<file path="src/rtl/stream_fifo_pkg.sv">
`default_nettype none
// ============================================================================
// Module      : stream_fifo_pkg
// Description : Shared constants and helpers for the stream FIFO slice:
//               handshake polarity and a ceil(log2) helper used to check
//               pointer widths at elaboration time.
// Revision    : 1.0 - initial release
// ============================================================================
package stream_fifo_pkg;

    // Active level of valid/ready on the streaming handshake
    localparam logic c_HS_ACTIVE = 1'b1;

    // Smallest r such that 2**r >= value (value >= 1)
    function automatic int clog2(input int value);
        int r;
        r = 0;
        while ((1 << r) < value) begin
            r = r + 1;
        end
        return r;
    endfunction

endpackage
`default_nettype wire

</file>
<file path="src/rtl/stream_fifo_if.sv">
`default_nettype none
// ============================================================================
// Module      : stream_fifo_if
// Description : Streaming handshake bundle for the FIFO. The slave side is
//               the FIFO itself (accepts on snk, offers on src); the master
//               side is the producer/consumer environment.
// Revision    : 1.0 - initial release
// ============================================================================
interface stream_fifo_if #(
    parameter int ST_BITS = 32
);
    logic [ST_BITS-1:0] snk_data;
    logic               snk_valid;
    logic               snk_ready;
    logic [ST_BITS-1:0] src_data;
    logic               src_valid;
    logic               src_ready;

    modport slave (
        input  snk_data,
        input  snk_valid,
        output snk_ready,
        output src_data,
        output src_valid,
        input  src_ready
    );

    modport master (
        output snk_data,
        output snk_valid,
        input  snk_ready,
        input  src_data,
        input  src_valid,
        output src_ready
    );
endinterface
`default_nettype wire

</file>
<file path="src/rtl/stream_fifo_ram.sv">
`default_nettype none
// ============================================================================
// Module      : fifo_ram
// Description : FIFO storage array, one synchronous write port and one
//               asynchronous read port. Contents are never reset.
// Revision    : 1.0 - initial release
// ============================================================================
module fifo_ram #(
    parameter int WIDTH     = 32,
    parameter int DEPTH     = 8,
    parameter int ADDR_BITS = 3
) (
    input  logic                 clk,
    input  logic                 i_we,
    input  logic [ADDR_BITS-1:0] i_waddr,
    input  logic [WIDTH-1:0]     i_wdata,
    input  logic [ADDR_BITS-1:0] i_raddr,
    output logic [WIDTH-1:0]     o_rdata
);

    logic [WIDTH-1:0] r_mem [DEPTH];

    // Write port: store data at the write address when enabled
    always_ff @(posedge clk) begin
        if (i_we) begin
            r_mem[i_waddr] <= i_wdata;
        end
    end

    // Asynchronous read gives first-word-fall-through at the head
    assign o_rdata = r_mem[i_raddr];

endmodule
`default_nettype wire

</file>
<file path="src/rtl/stream_fifo.sv">
`default_nettype none
// ============================================================================
// Module      : stream_fifo
// Description : Synchronous FWFT stream FIFO using all P_DEPTH entries.
//               Pointers wrap at P_DEPTH-1 so any depth works; ready/valid
//               and the almost flags come only from registered state.
// Revision    : 1.0 - initial release
// ============================================================================
module stream_fifo
    import stream_fifo_pkg::*;
#(
    parameter int P_ST_BITS    = 32,
    parameter int P_DEPTH      = 8,
    parameter int P_DEPTH_LOG2 = 3,
    parameter int P_AFULL_TH   = 6,
    parameter int P_AEMPTY_TH  = 1
) (
    input  logic                  clk,
    input  logic                  rst,
    input  logic                  i_flush,
    stream_fifo_if.slave          bus,
    output logic [P_DEPTH_LOG2:0] o_level,
    output logic                  o_almost_full,
    output logic                  o_almost_empty
);

    localparam int                    c_LAST_I     = P_DEPTH - 1;
    localparam logic [P_DEPTH_LOG2-1:0] c_PTR_LAST = c_LAST_I[P_DEPTH_LOG2-1:0];
    localparam logic [P_DEPTH_LOG2:0] c_LEVEL_FULL = P_DEPTH[P_DEPTH_LOG2:0];
    localparam logic [P_DEPTH_LOG2:0] c_AFULL      = P_AFULL_TH[P_DEPTH_LOG2:0];
    localparam logic [P_DEPTH_LOG2:0] c_AEMPTY     = P_AEMPTY_TH[P_DEPTH_LOG2:0];

    // Parameter sanity checks, reported at elaboration
    if (P_DEPTH_LOG2 < clog2(P_DEPTH)) begin : g_chk_ptr_width
        $error("stream_fifo: P_DEPTH_LOG2=%0d too small for P_DEPTH=%0d", P_DEPTH_LOG2, P_DEPTH);
    end
    if (P_DEPTH < 2 || P_DEPTH > 256) begin : g_chk_depth
        $error("stream_fifo: P_DEPTH=%0d outside 2..256", P_DEPTH);
    end
    if (P_AFULL_TH < 1 || P_AFULL_TH > P_DEPTH) begin : g_chk_afull
        $error("stream_fifo: P_AFULL_TH=%0d outside 1..P_DEPTH", P_AFULL_TH);
    end
    if (P_AEMPTY_TH < 0 || P_AEMPTY_TH > P_DEPTH - 1) begin : g_chk_aempty
        $error("stream_fifo: P_AEMPTY_TH=%0d outside 0..P_DEPTH-1", P_AEMPTY_TH);
    end

    logic [P_DEPTH_LOG2-1:0] r_wptr;
    logic [P_DEPTH_LOG2-1:0] r_rptr;
    logic [P_DEPTH_LOG2:0]   r_level;

    logic                    w_full;
    logic                    w_empty;
    logic                    w_push;
    logic                    w_pop;
    logic                    w_we;
    logic [P_DEPTH_LOG2-1:0] w_wptr_nxt;
    logic [P_DEPTH_LOG2-1:0] w_rptr_nxt;

    assign w_full  = (r_level == c_LEVEL_FULL);
    assign w_empty = (r_level == '0);

    // Handshake qualified only by registered occupancy
    assign w_push = (bus.snk_valid == c_HS_ACTIVE) && !w_full;
    assign w_pop  = (bus.src_ready == c_HS_ACTIVE) && !w_empty;

    // Flush and reset discard a same-cycle push without touching storage
    assign w_we = w_push && !i_flush && !rst;

    // Explicit wrap at P_DEPTH-1 so non-power-of-two depths work
    assign w_wptr_nxt = (r_wptr == c_PTR_LAST) ? '0 : r_wptr + 1'b1;
    assign w_rptr_nxt = (r_rptr == c_PTR_LAST) ? '0 : r_rptr + 1'b1;

    // Pointer and occupancy state; reset outranks flush, flush outranks traffic
    always_ff @(posedge clk) begin
        if (rst) begin
            r_wptr  <= '0;
            r_rptr  <= '0;
            r_level <= '0;
        end else if (i_flush) begin
            r_wptr  <= '0;
            r_rptr  <= '0;
            r_level <= '0;
        end else begin
            if (w_push) begin
                r_wptr <= w_wptr_nxt;
            end
            if (w_pop) begin
                r_rptr <= w_rptr_nxt;
            end
            case ({w_push, w_pop})
                2'b10:   r_level <= r_level + 1'b1;
                2'b01:   r_level <= r_level - 1'b1;
                default: r_level <= r_level;
            endcase
        end
    end

    fifo_ram #(
        .WIDTH     (P_ST_BITS),
        .DEPTH     (P_DEPTH),
        .ADDR_BITS (P_DEPTH_LOG2)
    ) u_ram (
        .clk     (clk),
        .i_we    (w_we),
        .i_waddr (r_wptr),
        .i_wdata (bus.snk_data),
        .i_raddr (r_rptr),
        .o_rdata (bus.src_data)
    );

    assign bus.snk_ready  = w_full  ? ~c_HS_ACTIVE : c_HS_ACTIVE;
    assign bus.src_valid  = w_empty ? ~c_HS_ACTIVE : c_HS_ACTIVE;
    assign o_level        = r_level;
    assign o_almost_full  = (r_level >= c_AFULL);
    assign o_almost_empty = (r_level <= c_AEMPTY);

endmodule
`default_nettype wire

</file>
<file path="src/flat_wrapper.sv">
// flat-port wrapper written by rule: the top's interface ports become plain ports
module stream_fifo_flat import stream_fifo_pkg::*;
#(
    parameter int P_ST_BITS    = 32,
    parameter int P_DEPTH      = 8,
    parameter int P_DEPTH_LOG2 = 3,
    parameter int P_AFULL_TH   = 6,
    parameter int P_AEMPTY_TH  = 1
)
  (clk, rst, i_flush, o_level, o_almost_full, o_almost_empty, bus_snk_data, bus_snk_valid, bus_snk_ready, bus_src_data, bus_src_valid, bus_src_ready);
  stream_fifo_if #(.ST_BITS(32)) bus_i ();
  input  logic clk;
  input  logic rst;
  input  logic i_flush;
  output logic [P_DEPTH_LOG2:0] o_level;
  output logic o_almost_full;
  output logic o_almost_empty;
  input wire logic [$bits(bus_i.snk_data)-1:0] bus_snk_data;
  input wire logic [$bits(bus_i.snk_valid)-1:0] bus_snk_valid;
  output wire logic [$bits(bus_i.snk_ready)-1:0] bus_snk_ready;
  output wire logic [$bits(bus_i.src_data)-1:0] bus_src_data;
  output wire logic [$bits(bus_i.src_valid)-1:0] bus_src_valid;
  input wire logic [$bits(bus_i.src_ready)-1:0] bus_src_ready;
  assign bus_i.snk_data = bus_snk_data;
  assign bus_i.snk_valid = bus_snk_valid;
  assign bus_snk_ready = bus_i.snk_ready;
  assign bus_src_data = bus_i.src_data;
  assign bus_src_valid = bus_i.src_valid;
  assign bus_i.src_ready = bus_src_ready;
  stream_fifo #(.P_ST_BITS(P_ST_BITS), .P_DEPTH(P_DEPTH), .P_DEPTH_LOG2(P_DEPTH_LOG2), .P_AFULL_TH(P_AFULL_TH), .P_AEMPTY_TH(P_AEMPTY_TH)) u_core (.clk(clk), .rst(rst), .i_flush(i_flush), .bus(bus_i), .o_level(o_level), .o_almost_full(o_almost_full), .o_almost_empty(o_almost_empty));
endmodule
</file>
<file path="config.mk">
export PLATFORM = sky130hd
export DESIGN_NAME = stream_fifo_flat
export DESIGN_NICKNAME = d
export VERILOG_FILES = /design/src/rtl/stream_fifo_pkg.sv /design/src/rtl/stream_fifo_if.sv /design/src/rtl/stream_fifo_ram.sv /design/src/rtl/stream_fifo.sv /design/src/flat_wrapper.sv
export SDC_FILE = /design/constraint.sdc
export NUM_CORES = 1
export LEC_CHECK = 0
export BUFFER_PORTS_ARGS = -buffer_cell sky130_fd_sc_hd__buf_4
export CAP_MARGIN = 20
export CELL_PAD_IN_SITES_DETAIL_PLACEMENT = 1
export CELL_PAD_IN_SITES_GLOBAL_PLACEMENT = 1
export CORE_AREA = 4 4 128 223
export CTS_CLUSTER_DIAMETER = 120
export DETAILED_ROUTE_END_ITERATION = 7
export DIE_AREA = 0 0 132 227
export PLACE_DENSITY = 0.66
export SYNTH_ARGS = -nofsm -noshare
export SYNTH_HDL_FRONTEND = slang
export SYNTH_SLANG_ARGS = --single-unit
</file>
<file path="constraint.sdc">
create_clock -name clk -period 12.5 [get_ports clk]
set_input_delay 0.625 -clock clk [delete_from_list [all_inputs] [get_ports clk]]
set_output_delay 0.625 -clock clk [all_outputs]
set_load 0.005 [all_outputs]
</file>
==> flow_summary.yaml <==
timing:
  relSlewSlack_pct: 38.8
  grt_setup_unrepaired: "false"
  max_freq_mhz: 299
  tns_ns: 0
  finalMaxSlewViolations: 0
  finClkSkew_ns: 0.0171
  min_period_ns: 3.34
  hold_viol_final: 0
  worst_slew_pin_slew_ns: 0.918
  period_share_pct: 26.8
  setup_violations: 0
layout:
  utilization_pct: 46.5
  antenna_cells: 0
  fillers: 2379
  syn2layout_area_growth_pct: 16.9
  layout_common_cells: "edfxtp_1, buf_4, mux4_1"
  drive_gt1_share_pct: 34.4
  layout_commonest_cell: "edfxtp_1"
  final_nets: 597
die:
  dieArea_um2: 30000
  rows: 79
  die_h_um: 227
  die_w_um: 132
  io_pins: 77
  core_area_um2: 26600
  start_util_pct: 39.8
clock_tree:
  cts_tree: "built"
  clkSinkCount: 269
  clk_latency_ns: 0.51
  root_buffer: "clkbuf_16"
  clk_pin_slew_ns: 0.07
  post_cts_buffers: 0
  hold_buffers: 0
  cts_buffers: 23
  htreeDepth: 1
  cts_resized: 0
  cts_buffer_depth: 3
placement:
  hpwlAfterDp_um: 13100
  finalWeightedCongestion: 0.732
  io_buffers: 76
synthesis:
  syn_inst: 456
  synth-async-reset-ratio_pct: 0
  netlist_area_um2: 10600
  seq_area_frac_synth_pct: 75.1
  synth-edff-count: 256
  avgSynthCellArea_um2: 23.2
  synth_seq_cells: 269
  synth_area_leaders: "edfxtp_1, mux4_1, mux4_2, mux2_4, dfxtp_1"
  ys_dominant_reg_cell: "edfxtp_1"
  synth_warnings: 0
  syn-num-nets: 503
  synth.distinct_cells: 34
  yosysTopAreaCell: "edfxtp_1"
  yosysTopAreaCellShare_pct: 72.6
setup_path:
  worstPathRequired_ns: 11.88
  cpMaxStageDelayCell: "mux4_1"
  critPathMaxStageDelay_ns: 0.67
  reg2regPathDepth: 7
  worstSetupPathType: "reg -> out"
  regToRegStartpoint: "u_core.o_level[0]$_SDFFE_PP0P_"
  path_max_fanout: 41
  rr_endpoint: "u_core.u_ram.r_mem[1][0]$_DFFE_PP_"
  path_buf_inv: 3
  crit_family: "multiplexers"
  r2r_slack_ns: 9.23
  worstPathCellList: "buf_4 > buf_16 > mux4_1 > mux2_4 > buf_4"
  worstSetupEndpointType: "output pin"
  crit_top_cell: "buf_4"
  cp.arrival_ns: 2.72
  start_kind: "flop"
outcome:
  outcome: "complete, no violations"
detailed_routing:
  first_pass_iters: 4
  ant_nets: 0
  wl_per_cell_um: 24.1
  vias: 4719
  routed_wl_um: 21400
  first_iter_violations: 415
  via_per_inst: 5.31
  drc: 0
global_route:
  overflow: 0
  grt_pass1_vias: 5460
  grt_antenna_before_repair: 0
  grt_pass1_wl_um: 33200
  grt_max_degree: 65
  grt_usage_pct: 14.5
min_path:
  hold_start: "bus_snk_data[24]"
  hp-class: "in -> reg"
  hold_depth: 1
  min_to: "u_core.u_ram.r_mem[4][24]$_DFFE_PP_"
pwr:
  max-vdd-ir-drop_uv: 106
  powerDensity_nw_per_um2: 141
  p_leak_nw: 4.05
  power_mw: 1.74
flow_run:
  cap_violations: 0
==> per-stage QoR <==
stage          instance area, µm²  cells  hold slack [ns]  setup WS (ns)
6_report                    12400    888            0.340           9.16
5_1_grt                     12400    888            0.331           8.94
4_1_cts                     12300    887            0.324           8.81
3_5_place_dp                11600    848            0.498           9.16
3_3_place_gp                11500    842            0.496           9.34
2_1_floorplan               10600    456            0.472           8.39
==> worst register-to-register path, delay by kind of cell, from the launching register on <==
family / cells / cell delay (ns)
simple gates: 3 / 1.39
buf+inv: 3 / 0.82
fa+ha+maj: 1 / 0.23
flops: 1 / 0.46
==> metal layers <==
layer	global-route usage, %	vias to the layer above	share of wire [%]
li1	-	2126	-
met1	16.8	2490	39
met4	4.41	0	2.1
met5	0	-	0
met3	2.01	26	3.1
met2	27.9	77	56
==> report_power, final <==
group | switching, mW | internal, mW
Clock | 0.301 | 0.377
Sequential | 0.00307 | 0.991
Combinational | 0.0338 | 0.0354
Total | 0.338 | 1.40
==> sequential cells by signal, summed over array words and instances, names as in the netlist, named ones only <==
name and flops:
u_core.u_ram.r_mem 256, u_core.r_wptr 3, u_core.o_level 4, u_core.r_rptr 3
==> kinds of logic (layout without fill, tap and decap cells) <==
logic type	count (synthesis)	in the layout	share of synthesized area (%)
fa+ha+maj	10	10	1.18
flops	269	269	75.1
compound gates	19	19	0.981
xor+xnor	2	2	0.166
buf+inv	25	133	1.53
mux	97	97	19.2
simple gates	34	34	1.80
==> cell usage after synthesis (3+ instances only) <==
| master | n |
|---|---|
| edfxtp_1 | 256 |
| mux4_1 | 36 |
| mux4_2 | 28 |
| mux2_4 | 24 |
| dfxtp_1 | 13 |
| nor2_1 | 11 |
| ha_1 | 10 |
| o21ai_0 | 9 |
| a21oi_1 | 8 |
| mux2_2 | 8 |
| buf_1 | 6 |
| buf_6 | 6 |
| inv_1 | 6 |
| buf_2 | 4 |
| nand2_1 | 3 |
| nand2b_1 | 3 |
| nand3_1 | 3 |
| nor3_1 | 3 |
==> worst max-delay path by stage <==
stage | startpoint | endpoint | slack, ns | cells after the start
5_1_grt | u_core.o_level[0]$_SDFFE_PP0P_ | u_core.u_ram.r_mem[1][0]$_DFFE_PP_ | 8.94 | 7
3_3_place_gp | u_core.o_level[0]$_SDFFE_PP0P_ | u_core.u_ram.r_mem[1][19]$_DFFE_PP_ | 9.34 | 7
4_1_cts | flop | bus_src_data[10] | 8.81 | 4
2_1_floorplan | u_core.o_level[0]$_SDFFE_PP0P_ | u_core.u_ram.r_mem[0][0]$_DFFE_PP_ | 8.39 | 5
6_report | flop | bus_src_data[25] | 9.16 | 5
3_5_place_dp | u_core.o_level[0]$_SDFFE_PP0P_ | u_core.u_ram.r_mem[1][25]$_DFFE_PP_ | 9.16 | 7
==> layout make-up <==
class | count | area [µm²] | share of cell area [%]
clock buffers | 26 | 587 | 4.74
clock inverters | 13 | 111 | 0.900
inverters | 6 | 22.5 | 0.182
multi-input cells | 162 | 2530 | 20.4
flip-flops and latches | 269 | 7950 | 64.3
well taps | 324 | 405 | 3.28
repair buffers | 88 | 763 | 6.17
No activity file was read; power rests on OpenSTA's default activity.
